<file path="src/rtl/fifo_gray_pkg.sv">
// Shared definitions for the Gray-coded FIFO pointer controller:
// side selection constants and width-generic Gray/binary conversions.
package fifo_gray_pkg;

  localparam int SIDE_WR = 0;
  localparam int SIDE_RD = 1;

  typedef enum logic {
    SIDE_WRITE = 1'b0,
    SIDE_READ  = 1'b1
  } side_e;

  // Conversions are wrapped in a parameterised class so any pointer width
  // can reuse the same code through gray_conv#(W)::<function>.
  class gray_conv #(parameter int W = 4);

    static function logic [W-1:0] bin2gray(input logic [W-1:0] b);
      return b ^ (b >> 1);
    endfunction

    // XOR prefix from the MSB down.
    static function logic [W-1:0] gray2bin(input logic [W-1:0] g);
      logic [W-1:0] b;
      b[W-1] = g[W-1];
      for (int i = W - 2; i >= 0; i--) begin
        b[i] = b[i+1] ^ g[i];
      end
      return b;
    endfunction

  endclass

endpackage

</file>
<file path="src/rtl/fifo_gray_sync2.sv">
// Two-flop synchroniser for a Gray pointer crossing into this clock domain.
// Both stages clear on reset.
module fifo_gray_sync2 #(
  parameter int W = 4
) (
  input  logic         clk,
  input  logic         reset,
  input  logic [W-1:0] d_i,
  output logic [W-1:0] q_o
);

  logic [W-1:0] meta_q;
  logic [W-1:0] sync_q;

  // Shift the foreign pointer through two local flops.
  always_ff @(posedge clk) begin
    if (reset) begin
      meta_q <= '0;
      sync_q <= '0;
    end else begin
      meta_q <= d_i;
      sync_q <= meta_q;
    end
  end

  assign q_o = sync_q;

endmodule

</file>
<file path="src/rtl/fifo_gray_ptr_ctrl.sv">
// Pointer controller for one side of an asynchronous FIFO.
// SIDE=0 is the write side (flag = full), SIDE=1 the read side (flag = empty).
// Keeps a binary pointer with a wrap bit, a registered Gray copy to export,
// the RAM address, an almost flag, the occupancy and an over/underflow pulse.
// Optional macro FIFO_PTR_SYNC_EN adds an internal two-flop synchroniser on
// remote_gray; without it the caller supplies an already synchronised pointer.
module fifo_gray_ptr_ctrl
  import fifo_gray_pkg::*;
#(
  parameter  int FIFO_DEPTH = 8,
  parameter  int SIDE       = 0,
  parameter  int ALMOST_THR = 2,
  localparam int ADDR_W     = $clog2(FIFO_DEPTH),
  localparam int PTR_W      = ADDR_W + 1
) (
  input  logic              clk,
  input  logic              reset,
  input  logic              inc,
  input  logic [PTR_W-1:0]  remote_gray,
  output logic [ADDR_W-1:0] addr,
  output logic [PTR_W-1:0]  gray_ptr,
  output logic              flag,
  output logic              almost,
  output logic [PTR_W-1:0]  level,
  output logic              err
);

  if (FIFO_DEPTH < 4 || (FIFO_DEPTH & (FIFO_DEPTH - 1)) != 0) begin : g_bad_depth
    $error("fifo_gray_ptr_ctrl: FIFO_DEPTH must be a power of two >= 4");
  end
  if (SIDE != SIDE_WR && SIDE != SIDE_RD) begin : g_bad_side
    $error("fifo_gray_ptr_ctrl: SIDE must be 0 or 1");
  end
  if (ALMOST_THR < 1 || ALMOST_THR > FIFO_DEPTH - 1) begin : g_bad_thr
    $error("fifo_gray_ptr_ctrl: ALMOST_THR must be in 1..FIFO_DEPTH-1");
  end

  localparam logic [PTR_W-1:0] FULL_THR  = PTR_W'(FIFO_DEPTH - ALMOST_THR);
  localparam logic [PTR_W-1:0] EMPTY_THR = PTR_W'(ALMOST_THR);
  // Read side comes out of reset empty; write side comes out not full.
  localparam logic             RST_FLAG  = (SIDE == SIDE_RD);

  logic [PTR_W-1:0] remote_g;

`ifdef FIFO_PTR_SYNC_EN
  fifo_gray_sync2 #(.W(PTR_W)) u_sync (
    .clk   (clk),
    .reset (reset),
    .d_i   (remote_gray),
    .q_o   (remote_g)
  );
`else
  assign remote_g = remote_gray;
`endif

  logic [PTR_W-1:0] bin_q, bin_d;
  logic [PTR_W-1:0] gray_q, gray_d;
  logic [PTR_W-1:0] level_q, level_d;
  logic [PTR_W-1:0] remote_bin;
  logic             flag_q, flag_d;
  logic             almost_q, almost_d;
  logic             err_q, err_d;
  logic             adv;

  // Next pointer, flags and occupancy; flags compare against the pointer
  // being registered so a same-cycle local move and remote move resolve together.
  always_comb begin
    adv        = inc & ~flag_q;
    err_d      = inc & flag_q;
    bin_d      = bin_q + {{(PTR_W-1){1'b0}}, adv};
    gray_d     = gray_conv#(PTR_W)::bin2gray(bin_d);
    remote_bin = gray_conv#(PTR_W)::gray2bin(remote_g);
    flag_d     = 1'b0;
    level_d    = '0;
    almost_d   = 1'b0;
    if (SIDE == SIDE_WR) begin
      // Full: same address, opposite wrap -> top two Gray bits inverted.
      flag_d   = (gray_d == {~remote_g[PTR_W-1:PTR_W-2], remote_g[PTR_W-3:0]});
      level_d  = bin_d - remote_bin;
      almost_d = (level_d >= FULL_THR);
    end else begin
      flag_d   = (gray_d == remote_g);
      level_d  = remote_bin - bin_d;
      almost_d = (level_d <= EMPTY_THR);
    end
  end

  // Pointer and status registers; reset discards state immediately.
  always_ff @(posedge clk) begin
    if (reset) begin
      bin_q    <= '0;
      gray_q   <= '0;
      level_q  <= '0;
      flag_q   <= RST_FLAG;
      almost_q <= RST_FLAG;
      err_q    <= 1'b0;
    end else begin
      bin_q    <= bin_d;
      gray_q   <= gray_d;
      level_q  <= level_d;
      flag_q   <= flag_d;
      almost_q <= almost_d;
      err_q    <= err_d;
    end
  end

  assign addr     = bin_q[ADDR_W-1:0];
  assign gray_ptr = gray_q;
  assign flag     = flag_q;
  assign almost   = almost_q;
  assign level    = level_q;
  assign err      = err_q;

endmodule
</file>
<file path="config.mk">
export PLATFORM = sky130hd
export DESIGN_NAME = fifo_gray_ptr_ctrl
export DESIGN_NICKNAME = d
export VERILOG_FILES = /design/src/rtl/fifo_gray_pkg.sv /design/src/rtl/fifo_gray_sync2.sv /design/src/rtl/fifo_gray_ptr_ctrl.sv
export SDC_FILE = /design/constraint.sdc
export NUM_CORES = 1
export LEC_CHECK = 0
export ABC_AREA = 0
export CORE_UTILIZATION = 30
export CTS_BUF_LIST = sky130_fd_sc_hd__clkbuf_8
export DETAILED_ROUTE_END_ITERATION = 10
export SLEW_MARGIN = 20
export SYNTH_ARGS = -nofsm -noshare
export SYNTH_HDL_FRONTEND = slang
export SYNTH_HIERARCHICAL = 1
export SYNTH_SLANG_ARGS = --single-unit
export TNS_END_PERCENT = 1
</file>
<file path="constraint.sdc">
create_clock -name clk -period 5.9 [get_ports clk]
set_clock_uncertainty 0.05 [all_clocks]
set_input_delay 1.77 -clock clk [delete_from_list [all_inputs] [get_ports clk]]
set_output_delay 1.77 -clock clk [all_outputs]
set_load 0.05 [all_outputs]
</file>
======== Yosys cells after proc, flatten, opt, wreduce, memory -nomap -nowiden ========
Cells that the tools add are included.
word-level totals
  flip-flop bits (word level) ............. 15
  input bits .............................. 7
  output and inout bits ................... 14
  word-level logic and storage cells ...... 18
cells by class
  $add $sub $neg .......................... 2
  order comparisons ....................... 1
  eq/ne operators ......................... 1
  bitwise logic cells ..................... 8
operator list
  cell                count
  $add 4x1->4         1
  $eq 4x4->1          1
  $ge 4x3->1 const B  1
  $sub 4x4->4         1
  $xor 4x3->4         1
  $xor 1x1->1         3
  $and 1x1->1         2
  $not 2->2           1
  $not 1->1           1

======== Depth between registers and ports, before layout ========
  depth after elaboration ................. 5
  gate-level depth with buffers ........... 9
  gate-level depth less buffers ........... 9

======== Least setup slack after synthesis ========
OpenSTA, ideal clock, no wires.
  path type ............................... input to register
  start ................................... input inc
  end ..................................... register almost_q (netlist: almost)
  setup time .............................. 0.074 ns
  data arrival time ....................... 3.481 ns
  data required time ...................... 5.776 ns
  path slack .............................. 2.294 ns
  stages .................................. 8
  path buffers ............................ 0
  cell sequence ........................... nor2b_1 ha_1 ha_1 inv_1 fa_1 xor2_1 or3_1 o21ai_0
between the ends
  longest elaborated chain between the ends .. 4
ends and longest elaborated chain
  what                    RTL line                   source
  start: declaration      fifo_gray_ptr_ctrl.sv:18   input logic inc,
  $and 1x1->1             fifo_gray_ptr_ctrl.sv:68   adv = inc & ~flag_q;
  $add 4x1->4             fifo_gray_ptr_ctrl.sv:70   bin_d = bin_q + {{(PTR_W-1){1'b0}}, adv};
  net bin_d[1]            fifo_gray_ptr_ctrl.sv:56   logic [PTR_W-1:0] bin_q, bin_d;
  $sub 4x4->4             fifo_gray_ptr_ctrl.sv:79   level_d = bin_d - remote_bin;
  $ge 4x3->1              fifo_gray_ptr_ctrl.sv:80   almost_d = (level_d >= FULL_THR);
  end signal: assignment  fifo_gray_ptr_ctrl.sv:102  almost_q <= almost_d;
  end: declaration        fifo_gray_ptr_ctrl.sv:61   logic almost_q, almost_d;
The timed path passes the listed nets, and every way through them passes these cells.
A chain may end at the register's enable or synchronous reset.

======== Worst setup path in the final report ========
  start ................................... input remote_gray[3]
  end ..................................... register almost_q (netlist: almost)
between the ends
  longest elaborated chain between the ends .. 5
ends and longest elaborated chain
  what                      RTL line                  source
  start: declaration        fifo_gray_ptr_ctrl.sv:19  input logic [PTR_W-1:0] remote_gray,
  $xor 1x1->1 (3 in a row)  fifo_gray_pkg.sv:26       b[i] = b[i+1] ^ g[i];
  $sub 4x4->4 (*)           fifo_gray_ptr_ctrl.sv:79
  $ge 4x3->1 (*)            fifo_gray_ptr_ctrl.sv:80
Mark *: on every way between the ends. The rest lies on a longest branch, timed or not.

==> results.md <==
* Layout cells sized above 1 at 0.0854
* Largest net degree at the start of global routing at 16
* Sink Count at 14
* CTS-repair resized insts at 0
* Wirelength per Cell at 10.2 um
* Crit path to: almost$_SDFF_PP0_
* Post-DP Area at 872 um2
* Worst Tran Pin Value at between 0.5 and 0.6 ns
* Max-Cap Viols at 0
* Fin crit period at approximately 4.0 ns
* Leading area contributor after synthesis: dfxtp_1
* Hold_buf cts at 0
* Ports at 21
* Count leader, synth: dfxtp_1
* GRT Total Usage at 0.115
* Via count at 447
* Worst Path Buf+Inv at 1
* Core area at 0.00198 mm2
* Root Buffer: clkbuf_8
* #FFs+latches synth at 14
* Final period utilization at 0.675
* RePlAce Congestion at 0.732
* Reg2reg start: flag$_SDFF_PP0_
* Crit path cell chain: clkdlybuf4s50_1 > xnor2_1 > xor2_1 > xnor2_1 > ha_1 > fa_1 > xor2_1 > or3_1 > o21ai_0
* P_sw at 118 uW
* Number of enable flip-flop cells after synthesis at 0
* HPWL after detailed placement at 841 um
* Distinct cells, synth at 19
* Clock transition at path regs at approximately 0.050 ns
* Crit-path slowest cell: clkdlybuf4s50_1
* Chip height at 48.3 um
* Crit path DAT at 4.10 ns
* Post-synth top area share at 0.437
* R2R setup slack at around 3.7 ns
* Reg2Reg Capture Point: almost$_SDFF_PP0_
* Combinational share of power at 0.412
* Area Overhead vs Synth at 42.3%
* Worst Setup SP: remote_gray[3]
* Final Slew Violations at 0
* Crit-path leading delay family: XOR/XNOR gates
* Synth area leaders: dfxtp_1, ha_1, xnor2_1, nor2_1, xor2_1
* Port Buffers at 20
* Max_slew headroom at 0.648
* First-pass GRT wire length at 1680 um
* RSZ-0062 raised after global routing: no
* Layout fillers at 190
* Antenna viol nets, final at 0
* R2R depth at 8
* Crit path kind: primary input to flop
* Htree depth at 1
* Crit-path max cell delay at 0.46 ns
* Hold/Removal Path Class: flop to flop
* Post-Syn Area at 642 um2
* Seq/Total Area, Yosys at 0.437
* Count of yosys warnings during synthesis at 6
* Kind of end point of the critical path: flop
* Routed WL at 1110 um
* Initial Util at 0.324
* Die Wd at 48.3 um
* Startpoint Class: primary input
* CP max FO at 4
* DRT iter0 DRCs at 3
* Vias per inst at roughly 4.1
* GR Overflow Total at 0
* 1st-pass router iterations at 2
* Status: complete, no violations
* Final layout net count at 97
* Cell Rows at 16
* Top_reg_cell synth: dfxtp_1
* Sw Ratio at 0.368
* Ant. Diodes at 0
* Async SR Flop Fraction at 0
* Clk Latency, worst-skew pair at 0.24 ns
* Vias in the first global route at 376
* VDD IR max at 0.159 mV
* Die Footprint at 0.00233 mm2
* CTS tree: done
* FMAX at 0.251 GHz
* Worst-case clock buffer depth at 2
* Most instantiated cells after synthesis: dfxtp_1, nor2_1, xnor2_1
* Pwr Density at 352 mW/mm2
* Hold Fails Final Rpt at 0
* Worst Path Required at ~6 ns
* Syn_nets at 73
* DRC at 0
* CTS buffer count at 3
* Cell internal pwr at 203 uW
* Setup TNS at 0 ns
* Antenna violations before repair at 0
* Post-Syn Instances at 60
* Area of the multi-input gates at around 350 um2
* Final setup violation count at 0
* Stages on the worst setup path at 9
* Post-route cell area at 913 um2
* Post-CTS Setup Repair Bufs at 0
* Lkg Pwr at 0.000379 uW
* Sequential Area at 280 um2
* Clock network power share at 0.236
* Syn avg cell area at 10.7 um2
* Proportion of power drawn by flip-flops and latches at 0.352
[worst min-delay path by stage]
stage	start	end	slack, ns	cells past startpoint
after floorplan	flag$_SDFF_PP0_	err$_SDFF_PP0_	0.61	2
after global placement	flag$_SDFF_PP0_	err$_SDFF_PP0_	0.38	2
after detailed placement	flag$_SDFF_PP0_	err$_SDFF_PP0_	0.39	2
after CTS	flag$_SDFF_PP0_	err$_SDFF_PP0_	0.40	2
after global routing	flag$_SDFF_PP0_	err$_SDFF_PP0_	0.41	2
final	flag$_SDFF_PP0_	err$_SDFF_PP0_	0.39	2
[worst reg2reg max path: stages, from the launching register on]
cell and delay (ns):
dfxtp_1 0.34, nor2b_1 0.06, ha_1 0.20, ha_1 0.37
inv_1 0.10, fa_1 0.43, xor2_1 0.18, or3_1 0.31
o21ai_0 0.07
[cells in the final DEF (no fill, tap or decap), drive strengths merged]
cell	count
a2111oi	1
a21oi	1
clkbuf	3
clkdlybuf4s50	20
dfxtp	14
fa	1
ha	5
inv	3
nand2	2
nand3	2
nand3b	1
nor2	11
nor2b	2
o21ai	1
or3	2
xnor2	6
xnor3	1
xor2	6
[metal layers]
layer | vias to the layer above | wire [um] | share of wire | GRT usage
met1 | 190 | 579 | 0.52 | 0.160
met5 | - | 0 | 0 | 0
met3 | 5 | 70 | 0.063 | 0.0444
met2 | 15 | 424 | 0.38 | 0.131
li1 | 237 | - | - | -
met4 | 0 | 35 | 0.032 | 0.100
[cell families (layout without fill, tap and decap cells)]
| group | Yosys count | after routing | synth area share |
|---|---|---|---|
| AOI/OAI and AO/OA | 3 | 3 | 0.0390 |
| xor gates and xnor gates | 13 | 13 | 0.222 |
| adders and majority gates | 6 | 6 | 0.129 |
| buffers and inverters | 4 | 26 | 0.0234 |
| DFF | 14 | 14 | 0.437 |
| and+or+nand+nor | 20 | 20 | 0.150 |
[power by group through the flow]
stage               registers (uW)  clock network, uW  logic [uW]
floorplan                      165                  0        44.2
global placement               115                  0         133
detailed placement             116                  0         134
CTS                            113               80.8         134
global route                   115               84.3         144
finish                         113               75.8         133
[flip-flops by register name, summed over array words and instances, names as in the netlist]
signal / flops
err: 1
flag: 1
level: 4
bin_q: 4
almost: 1
gray_ptr: 3
[per-stage QoR]
stage                      util  power, uW  hold slack (ns)  std cells  setup slack (ns)
after floorplan               -        209            0.606         60              2.29
after global placement    0.440        248            0.384        106              1.70
after detailed placement  0.440        249            0.387        106              1.67
after CTS                 0.461        329            0.397        109              1.90
after global routing      0.461        343            0.406        109              1.76
final                     0.461        322            0.393        109              1.92
[layout make-up]
type	count	share of cell area
multi-input cells	42	0.379
flip-flops and latches	14	0.307
repair buffers	20	0.219
clock buffers	3	0.0452
well taps	27	0.0370
inverters	3	0.0123
No activity file was read; power rests on OpenSTA's default activity.
